<file path="src/rtl/operand_fetch_dispatch.sv">
// Operand window walker feeding a pair FIFO with round-robin FU issue.
// Optional build macro ZERO_SKIP_EN drops all-zero pairs without issuing them.
module operand_fetch_dispatch #(
    parameter int DATA_W     = 16,
    parameter int ADDR_W     = 5,
    parameter int NUM_FU     = 2,
    parameter int FIFO_DEPTH = 4
) (
    input  logic              clk,
    input  logic              preset_n,
    input  logic              start,
    input  logic [ADDR_W-1:0] base_addr,
    input  logic [ADDR_W-1:0] last_addr,
    output logic [ADDR_W-1:0] rd_addr0,
    output logic [ADDR_W-1:0] rd_addr1,
    input  logic [DATA_W-1:0] rd_data0,
    input  logic [DATA_W-1:0] rd_data1,
    input  logic [NUM_FU-1:0] fu_ready,
    output logic [NUM_FU-1:0] fu_valid,
    output logic [DATA_W-1:0] operand0,
    output logic [DATA_W-1:0] operand1,
    output logic              zero0,
    output logic              zero1,
    output logic              busy,
    output logic              done
);

    localparam int PW = $clog2(FIFO_DEPTH);
    localparam int RW = (NUM_FU > 1) ? $clog2(NUM_FU) : 1;

    typedef enum logic [1:0] {IDLE, FETCH, DRAIN, DONE} state_t;

    state_t            state_q;
    state_t            state_d;
    logic [ADDR_W-1:0] dp0_q;
    logic [ADDR_W-1:0] last_q;
    logic [DATA_W-1:0] fifo0 [FIFO_DEPTH];
    logic [DATA_W-1:0] fifo1 [FIFO_DEPTH];
    logic [PW-1:0]     wr_ptr;
    logic [PW-1:0]     rd_ptr;
    logic [PW:0]       count;
    logic [RW-1:0]     rr_ptr;

    logic              tail;
    logic              last_pair;
    logic              push;
    logic [DATA_W-1:0] push_d1;
    logic              nonempty;
    logic [DATA_W-1:0] head0;
    logic [DATA_W-1:0] head1;
    logic              skip;
    logic              found;
    logic [RW-1:0]     pick;
    logic [RW-1:0]     rr_next;
    logic              issue;
    logic              pop;
    logic [2*NUM_FU-1:0] rdy2;
    logic [NUM_FU-1:0]   rot;

    assign rd_addr0  = dp0_q;
    assign rd_addr1  = dp0_q + ADDR_W'(1);
    assign tail      = (dp0_q == last_q);
    assign last_pair = tail || (rd_addr1 == last_q);
    assign push      = (state_q == FETCH) &&
                       (count < (PW+1)'(FIFO_DEPTH));
    // Odd tail: the word past the window is never consumed
    assign push_d1   = tail ? '0 : rd_data1;
    assign nonempty  = (count != '0);
    assign head0     = fifo0[rd_ptr];
    assign head1     = fifo1[rd_ptr];

`ifdef ZERO_SKIP_EN
    assign skip = nonempty && (head0 == '0) && (head1 == '0);
`else
    assign skip = 1'b0;
`endif

    // Rotate ready so bit 0 is the current round-robin head
    always_comb begin
        rdy2  = {fu_ready, fu_ready};
        rot   = NUM_FU'(rdy2 >> rr_ptr);
        found = 1'b0;
        pick  = '0;
        for (int i = 0; i < NUM_FU; i++) begin
            if (!found && rot[i]) begin
                found = 1'b1;
                pick  = RW'((int'(rr_ptr) + i) % NUM_FU);
            end
        end
    end

    assign rr_next = RW'((int'(pick) + 1) % NUM_FU);
    assign issue   = nonempty && !skip && found;
    assign pop     = issue || skip;

    always_ff @(posedge clk or negedge preset_n) begin
        if (!preset_n) begin
            state_q <= IDLE;
        end else begin
            state_q <= state_d;
        end
    end

    always_comb begin
        state_d = state_q;
        unique case (state_q)
            IDLE:  if (start) state_d = FETCH;
            FETCH: if (push && last_pair) state_d = DRAIN;
            DRAIN: begin
                if ((count == '0) ||
                    ((count == (PW+1)'(1)) && pop))
                    state_d = DONE;
            end
            DONE:  state_d = IDLE;
            default: state_d = IDLE;
        endcase
    end

    always_comb begin
        busy = (state_q != IDLE);
        done = (state_q == DONE);
    end

    always_ff @(posedge clk or negedge preset_n) begin
        if (!preset_n) begin
            dp0_q  <= '0;
            last_q <= '0;
        end else if ((state_q == IDLE) && start) begin
            dp0_q  <= base_addr;
            last_q <= last_addr;
        end else if (push) begin
            dp0_q  <= dp0_q + ADDR_W'(2);
        end
    end

    always_ff @(posedge clk) begin
        if (push) begin
            fifo0[wr_ptr] <= rd_data0;
            fifo1[wr_ptr] <= push_d1;
        end
    end

    always_ff @(posedge clk or negedge preset_n) begin
        if (!preset_n) begin
            wr_ptr <= '0;
            rd_ptr <= '0;
            count  <= '0;
        end else begin
            if (push) wr_ptr <= wr_ptr + PW'(1);
            if (pop)  rd_ptr <= rd_ptr + PW'(1);
            if (push && !pop)
                count <= count + (PW+1)'(1);
            else if (pop && !push)
                count <= count - (PW+1)'(1);
        end
    end

    always_ff @(posedge clk or negedge preset_n) begin
        if (!preset_n) begin
            fu_valid <= '0;
            operand0 <= '0;
            operand1 <= '0;
            zero0    <= 1'b0;
            zero1    <= 1'b0;
            rr_ptr   <= '0;
        end else if (issue) begin
            fu_valid <= NUM_FU'(1) << pick;
            operand0 <= head0;
            operand1 <= head1;
            zero0    <= (head0 == '0);
            zero1    <= (head1 == '0);
            rr_ptr   <= rr_next;
        end else begin
            fu_valid <= '0;
        end
    end

endmodule
</file>
<file path="config.mk">
export PLATFORM = sky130hd
export DESIGN_NAME = operand_fetch_dispatch
export DESIGN_NICKNAME = d
export VERILOG_FILES = /design/src/rtl/operand_fetch_dispatch.sv
export SDC_FILE = /design/constraint.sdc
export NUM_CORES = 1
export LEC_CHECK = 0
export BUFFER_PORTS_ARGS = -buffer_cell sky130_fd_sc_hd__buf_2
export CAP_MARGIN = 20
export CORE_MARGIN = 5
export CORE_UTILIZATION = 57
export CTS_BUF_LIST = sky130_fd_sc_hd__clkbuf_16
export CTS_CLUSTER_DIAMETER = 120
export DETAILED_ROUTE_END_ITERATION = 8
export PLACE_DENSITY_LB_ADDON = 0.1
export SLEW_MARGIN = 20
export SYNTH_ARGS = -nofsm -noshare
export SYNTH_HDL_FRONTEND = slang
export SYNTH_SLANG_ARGS = --single-unit
</file>
<file path="constraint.sdc">
create_clock -name clk -period 2.8 [get_ports clk]
set_input_delay 0 -clock clk [delete_from_list [all_inputs] [get_ports clk]]
set_output_delay 0 -clock clk [all_outputs]
set_load 0.1 [all_outputs]
</file>
-- Yosys cells after proc, flatten, opt, wreduce, memory -nomap -nowiden
Memory sizes are Yosys's and may differ from the RTL's.
Index checks and enable logic that the tools add are counted.
- flip-flop bits (word level): 56
- RAM bits: 128
- output and inout bits: 48
- word-level logic and storage cells: 72
- memories: 2
- $add $sub $neg: 8
- $lt $le $gt $ge: 1
- equality and inequality tests: 9
- shifts and indexed selects: 2
- multiplexer cells: 16
- reductions and logical operators: 22
- memory list (name ; words ; bits a word ; rd ports ; clocked after Yosys merged registers in ; wr ports ; line ; text):
    fifo0 ; 4 ; 16 ; 1 ; 0 ; 1 ; 37 ; logic [DATA_W-1:0] fifo0 [FIFO_DEPTH];
    fifo1 ; 4 ; 16 ; 1 ; 0 ; 1 ; 38 ; logic [DATA_W-1:0] fifo1 [FIFO_DEPTH];
- operators with widths (cell ; number):
    $logic_not A16 Y1 ; 2
    $mux W16 ; 1
    $eq A5 B5 Y1 ; 2
    $mux W5 ; 2
    $logic_and A1 B1 Y1 ; 8
    $mux W2 ; 4
    $pmux W2 S4 ; 1
    $mux W1 ; 6
    $mux W3 ; 2
    $reduce_bool A2 Y1 ; 3
    $add A5 B1 Y5 const B ; 1
    $add A5 B2 Y5 const B ; 1
    $add A2 B1 Y2 const B ; 2
    $eq A2 B2 Y1 const B ; 2
    $ne A2 B2 Y1 const B ; 2
    $shr A4 B1 Y2 ; 1
    $add A3 B1 Y3 const B ; 1
    $eq A3 B1 Y1 const B ; 1
    $logic_not A1 Y1 ; 3
    $logic_not A3 Y1 ; 1
    $lt A3 B3 Y1 const B ; 1
    $reduce_and A3 Y1 ; 1
    $reduce_bool A3 Y1 ; 1
    $sub A3 B1 Y3 const B ; 1
    6 further kinds ; 8

-- Logic depth before layout (Yosys ltp)
- depth in word-level cells: 10
- mapped depth: 10
- depth with buffers taken out: 9

-- Worst setup path after synthesis
OpenSTA, ideal clock, no wires.
- kind: reg2out
- start point: register dp0_q[1], in the netlist rd_addr0[1]
- end point: output rd_addr1[4]
- arrival: 3088 ps
- data required time: 2800 ps
- path slack: -288 ps
- cell stages (with the launch flop): 4
- path buffers: 0
- cell sequence: dfrtp_1 ha_1 nand3_1 xnor2_1
- word-level cells in the longest chain between the ends: 1
- ends and longest elaborated chain (element ; line ; text):
    start, declared ; 35 ; logic [ADDR_W-1:0] dp0_q;
    start signal, assigned ; 129 ; dp0_q <= base_addr;
    start signal, assigned ; 132 ; dp0_q <= dp0_q + ADDR_W'(2);
    $add A5 B1 Y5 ; 61 ; assign rd_addr1 = dp0_q + ADDR_W'(1);
    end, declared ; 15 ; output logic [ADDR_W-1:0] rd_addr1,
No other way between the ends.

-- Worst setup path in the final report
- start point: register rd_ptr[0]
- end point: register zero1
- word-level cells in the longest chain between the ends: 2
- ends and longest elaborated chain (element ; line ; text):
    start, declared ; 40 ; logic [PW-1:0] rd_ptr;
    start signal, assigned ; 150 ; if (pop) rd_ptr <= rd_ptr + PW'(1);
    $mem_v2 Z4 W16 ; n/a ;
    $logic_not A16 Y1 ; 171 ; zero1 <= (head1 == '0);
    end signal, assigned ; 171 ;
    end, declared ; 23 ; output logic zero1,
No other way between the ends.
A chain may end at the register's enable or synchronous reset.

==> run summary <==
status -> finished clean
FF+latch area -> 5250 µm²
diode count -> 0
FMAX -> 0.437 GHz
Max Root-Sink Buffers -> 2
die footprint -> 15500 µm²
Worst Path Max Fanout -> 12
CTS Sinks -> 184
Crit Path Class -> reg -> reg
TritonRoute pass-1 iters -> 5
Total GRT Usage -> 20.3%
Setup WS pre-CTS -> 0.493 ns
clk slew on worst S/H paths -> 0.07 ns
CP Launch Type -> flop
fin crit period -> 2.29 ns
CP max stage delay -> 0.59 ns
synthesized area per cell -> 15.9 µm²
Setup TNS -> 0 ns
placed insts -> 730
Syn Std Cell Area -> 7450 µm²
synthesized flop and latch total -> 184
filler instances -> 813
final WL -> 14800 µm
Syn. warnings -> 0
setup repair after global routing missed its margin -> false
Req. time, crit path -> 3.12 ns
endpoints failing setup -> 0
Worst Hold Slack -> 0.180 ns
drt via density -> 5.27
largest net degree at the start of global routing -> 34
post-synthesis cell type count -> 38
antenna violations before repair -> 0
chip width -> 124 µm
synthesis-to-finish area growth -> 24.3%
Root Driver -> clkbuf_16
DR vias -> 4256
RD Place Congestion -> 0.772
layout cells sized above 1 -> 30.0%
# rows -> 41
CP Cell Sequence -> buf_12, mux4_2, nor4_1, nand4_1, o41ai_2
setup ws final -> 0.511 ns
post-layout instance count excluding filler cells -> 808
routed len/inst -> 18.3 µm
slew margin rel. -> 49.7%
global route total overflow -> 0
Detail Placement HPWL -> 9690 µm
number of global-route vias before repair -> 4576
Slew Limit Fails -> 0
NumNets Final -> 686
post_cts resized -> 0
io pins -> 95
final hold viol count -> 0
worst hold path type -> in -> async
TritonCTS clock tree -> done
period utilisation layout -> 81.7%
max_cap viols -> 0
CTS H-tree lvls -> 4
initial DRC count -> 242
Least-Margin Pin Slew -> 0.755 ns
CP Data Arrival Time -> 2.60 ns
TritonCTS Buffers -> 17
first-pass GRT wire length -> 24200 µm
initial core utilization -> 58.5%
net count after synthesis -> 530
Synth Instances -> 467
Critical Path End Type -> flop
ANT nets after route -> 0
post-route clock skew -> 0.0140 ns
area occupied by multi-input gates -> 2080 µm²
Clk Latency, worst-skew pair -> 0.43 ns
Slowest cell on crit path -> dfrtp_2
DRC errors left -> 0
PortBufs -> 94
die span in y -> 124 µm
post-synthesis sequential area ratio -> 70.4%
Core Area -> 12700 µm²
==> worst paths after layout <==
kind,from,to,slack [ns],cells after the start
hold reg to reg,operand1[4],operand1[4],0.47,2
setup / recovery,rd_ptr[0],zero1,0.51,5
min in group clk,start,state_q[0],0.20,5
setup reg to reg,rd_ptr[0],zero1,0.51,5
hold / removal,preset_n,operand1[2],0.18,2
max in group asynchronous,preset_n,rr_ptr,1.75,3
==> registers in the layout (all words and copies together) (netlist names) <==
register,count
state_q,2
last_q,5
zero1,1
zero0,1
rr_ptr,1
fifo1,64
wr_ptr,2
count,3
operand1,16
fifo0,64
fu_valid,2
rd_addr0,5
rd_ptr,2
operand0,16
==> cell type report <==
| cell class | count | share of cell area, % |
|---|---|---|
| Sequential cell | 184 | 56.7 |
| Multi-Input combinational cell | 253 | 22.5 |
| Timing Repair Buffer | 157 | 11.7 |
| Clock buffer | 17 | 4.60 |
| Tap cell | 172 | 2.32 |
| Clock inverter | 15 | 1.73 |
| Inverter | 10 | 0.446 |
==> cell usage after synthesis <==
| cell type | instances | share of area, % |
|---|---|---|
| o32ai_2 | 1 | 0.22 |
| a211oi_1 | 1 | 0.10 |
| a31oi_1 | 1 | 0.084 |
| ha_1 | 16 | 2.7 |
| nor2b_1 | 2 | 0.17 |
| o21ai_1 | 2 | 0.13 |
| nor4b_1 | 1 | 0.12 |
| edfxtp_1 | 128 | 52 |
| nor2_1 | 13 | 0.66 |
| o31a_1 | 1 | 0.12 |
| and3b_1 | 1 | 0.12 |
| inv_2 | 1 | 0.050 |
| mux4_2 | 32 | 9.7 |
| mux2_2 | 5 | 0.76 |
| buf_12 | 1 | 0.27 |
| nor4_2 | 2 | 0.34 |
| xnor2_2 | 1 | 0.22 |
| nand2_1 | 105 | 5.3 |
| a21boi_0 | 1 | 0.10 |
| dfrtp_1 | 56 | 19 |
| nand4_1 | 4 | 0.34 |
| nand3_1 | 2 | 0.13 |
| nand2b_1 | 2 | 0.17 |
| nor4_1 | 4 | 0.34 |
| o21ai_0 | 3 | 0.20 |
| a21o_1 | 1 | 0.10 |
| buf_2 | 2 | 0.13 |
| and2_1 | 20 | 1.7 |
| buf_6 | 2 | 0.30 |
| inv_1 | 9 | 0.45 |
| mux2i_1 | 3 | 0.40 |
| o41ai_2 | 2 | 0.44 |
| a21oi_1 | 5 | 0.34 |
| xor2_1 | 9 | 1.1 |
| buf_1 | 1 | 0.050 |
| mux2_1 | 3 | 0.45 |
| xnor2_1 | 10 | 1.2 |
| clkbuf_1 | 14 | 0.71 |
==> cells in the final DEF (no fill, tap or decap), types with 2 or more instances in the layout <==
cell type      count
and2_1            20
clkbuf_16         17
bufinv_16          3
xnor2_1            8
buf_2             94
clkinv_2           3
clkinvlp_4         4
xnor2_2            3
mux4_2            32
edfxtp_1         128
nand2_1          105
nor4_2             2
clkinv_1           2
buf_4             15
mux2_1             3
a21oi_1            5
nand2b_1           2
o21ai_1            2
inv_1             10
buf_12             2
dfrtp_1           54
mux2i_1            3
mux2_2             5
o41ai_2            2
nor2b_1            2
dlygate4sd3_1     46
ha_1              15
nand3_1            2
dfrtp_2            2
nor4_1             4
xor2_1             8
o21ai_0            3
nor2_1            12
nand4_1            4
==> per-stage QoR <==
stage	cell area [µm²]	util, %
finish	9260	72.8
global route	9260	72.8
CTS	9260	72.8
detailed placement	8210	64.5
global placement	8210	64.5
floorplan	7480	-
==> cell families after synthesis <==
logic type / Yosys count / synth area share [%]
multiplexers: 43 / 11.3
XOR/XNOR: 20 / 2.45
buffers and inverters: 30 / 1.97
AND/OR/NAND/NOR: 156 / 9.34
adder cells (fa/ha/maj): 16 / 2.69
flip-flops: 184 / 70.4
AO/OA/AOI/OAI: 18 / 1.83
==> routing by layer <==
layer	up-vias	GRT usage, %	routed length, µm
li1	2002	-	-
met5	-	0	0
met3	13	5.10	741
met4	0	5.87	173
met1	2131	27.3	6510
met2	110	33.4	7390
==> critical path, delay by kind of cell, from the launching register on <==
kind | cells | cell delay (ns)
flops | 1 | 0.59
compound gates | 1 | 0.24
mux | 1 | 0.53
simple gates | 2 | 0.58
buf+inv | 1 | 0.22
==> repair_timing <==
action	in CTS	in global routing
hold endpoints to repair	171	0
setup buffers	0	0
endpoints found under the setup margin	0	0
hold buffers	46	0
Power is left out: the tool's default activity adds up to more than one toggle a clock period on the data nets, which glitch-free logic cannot reach.
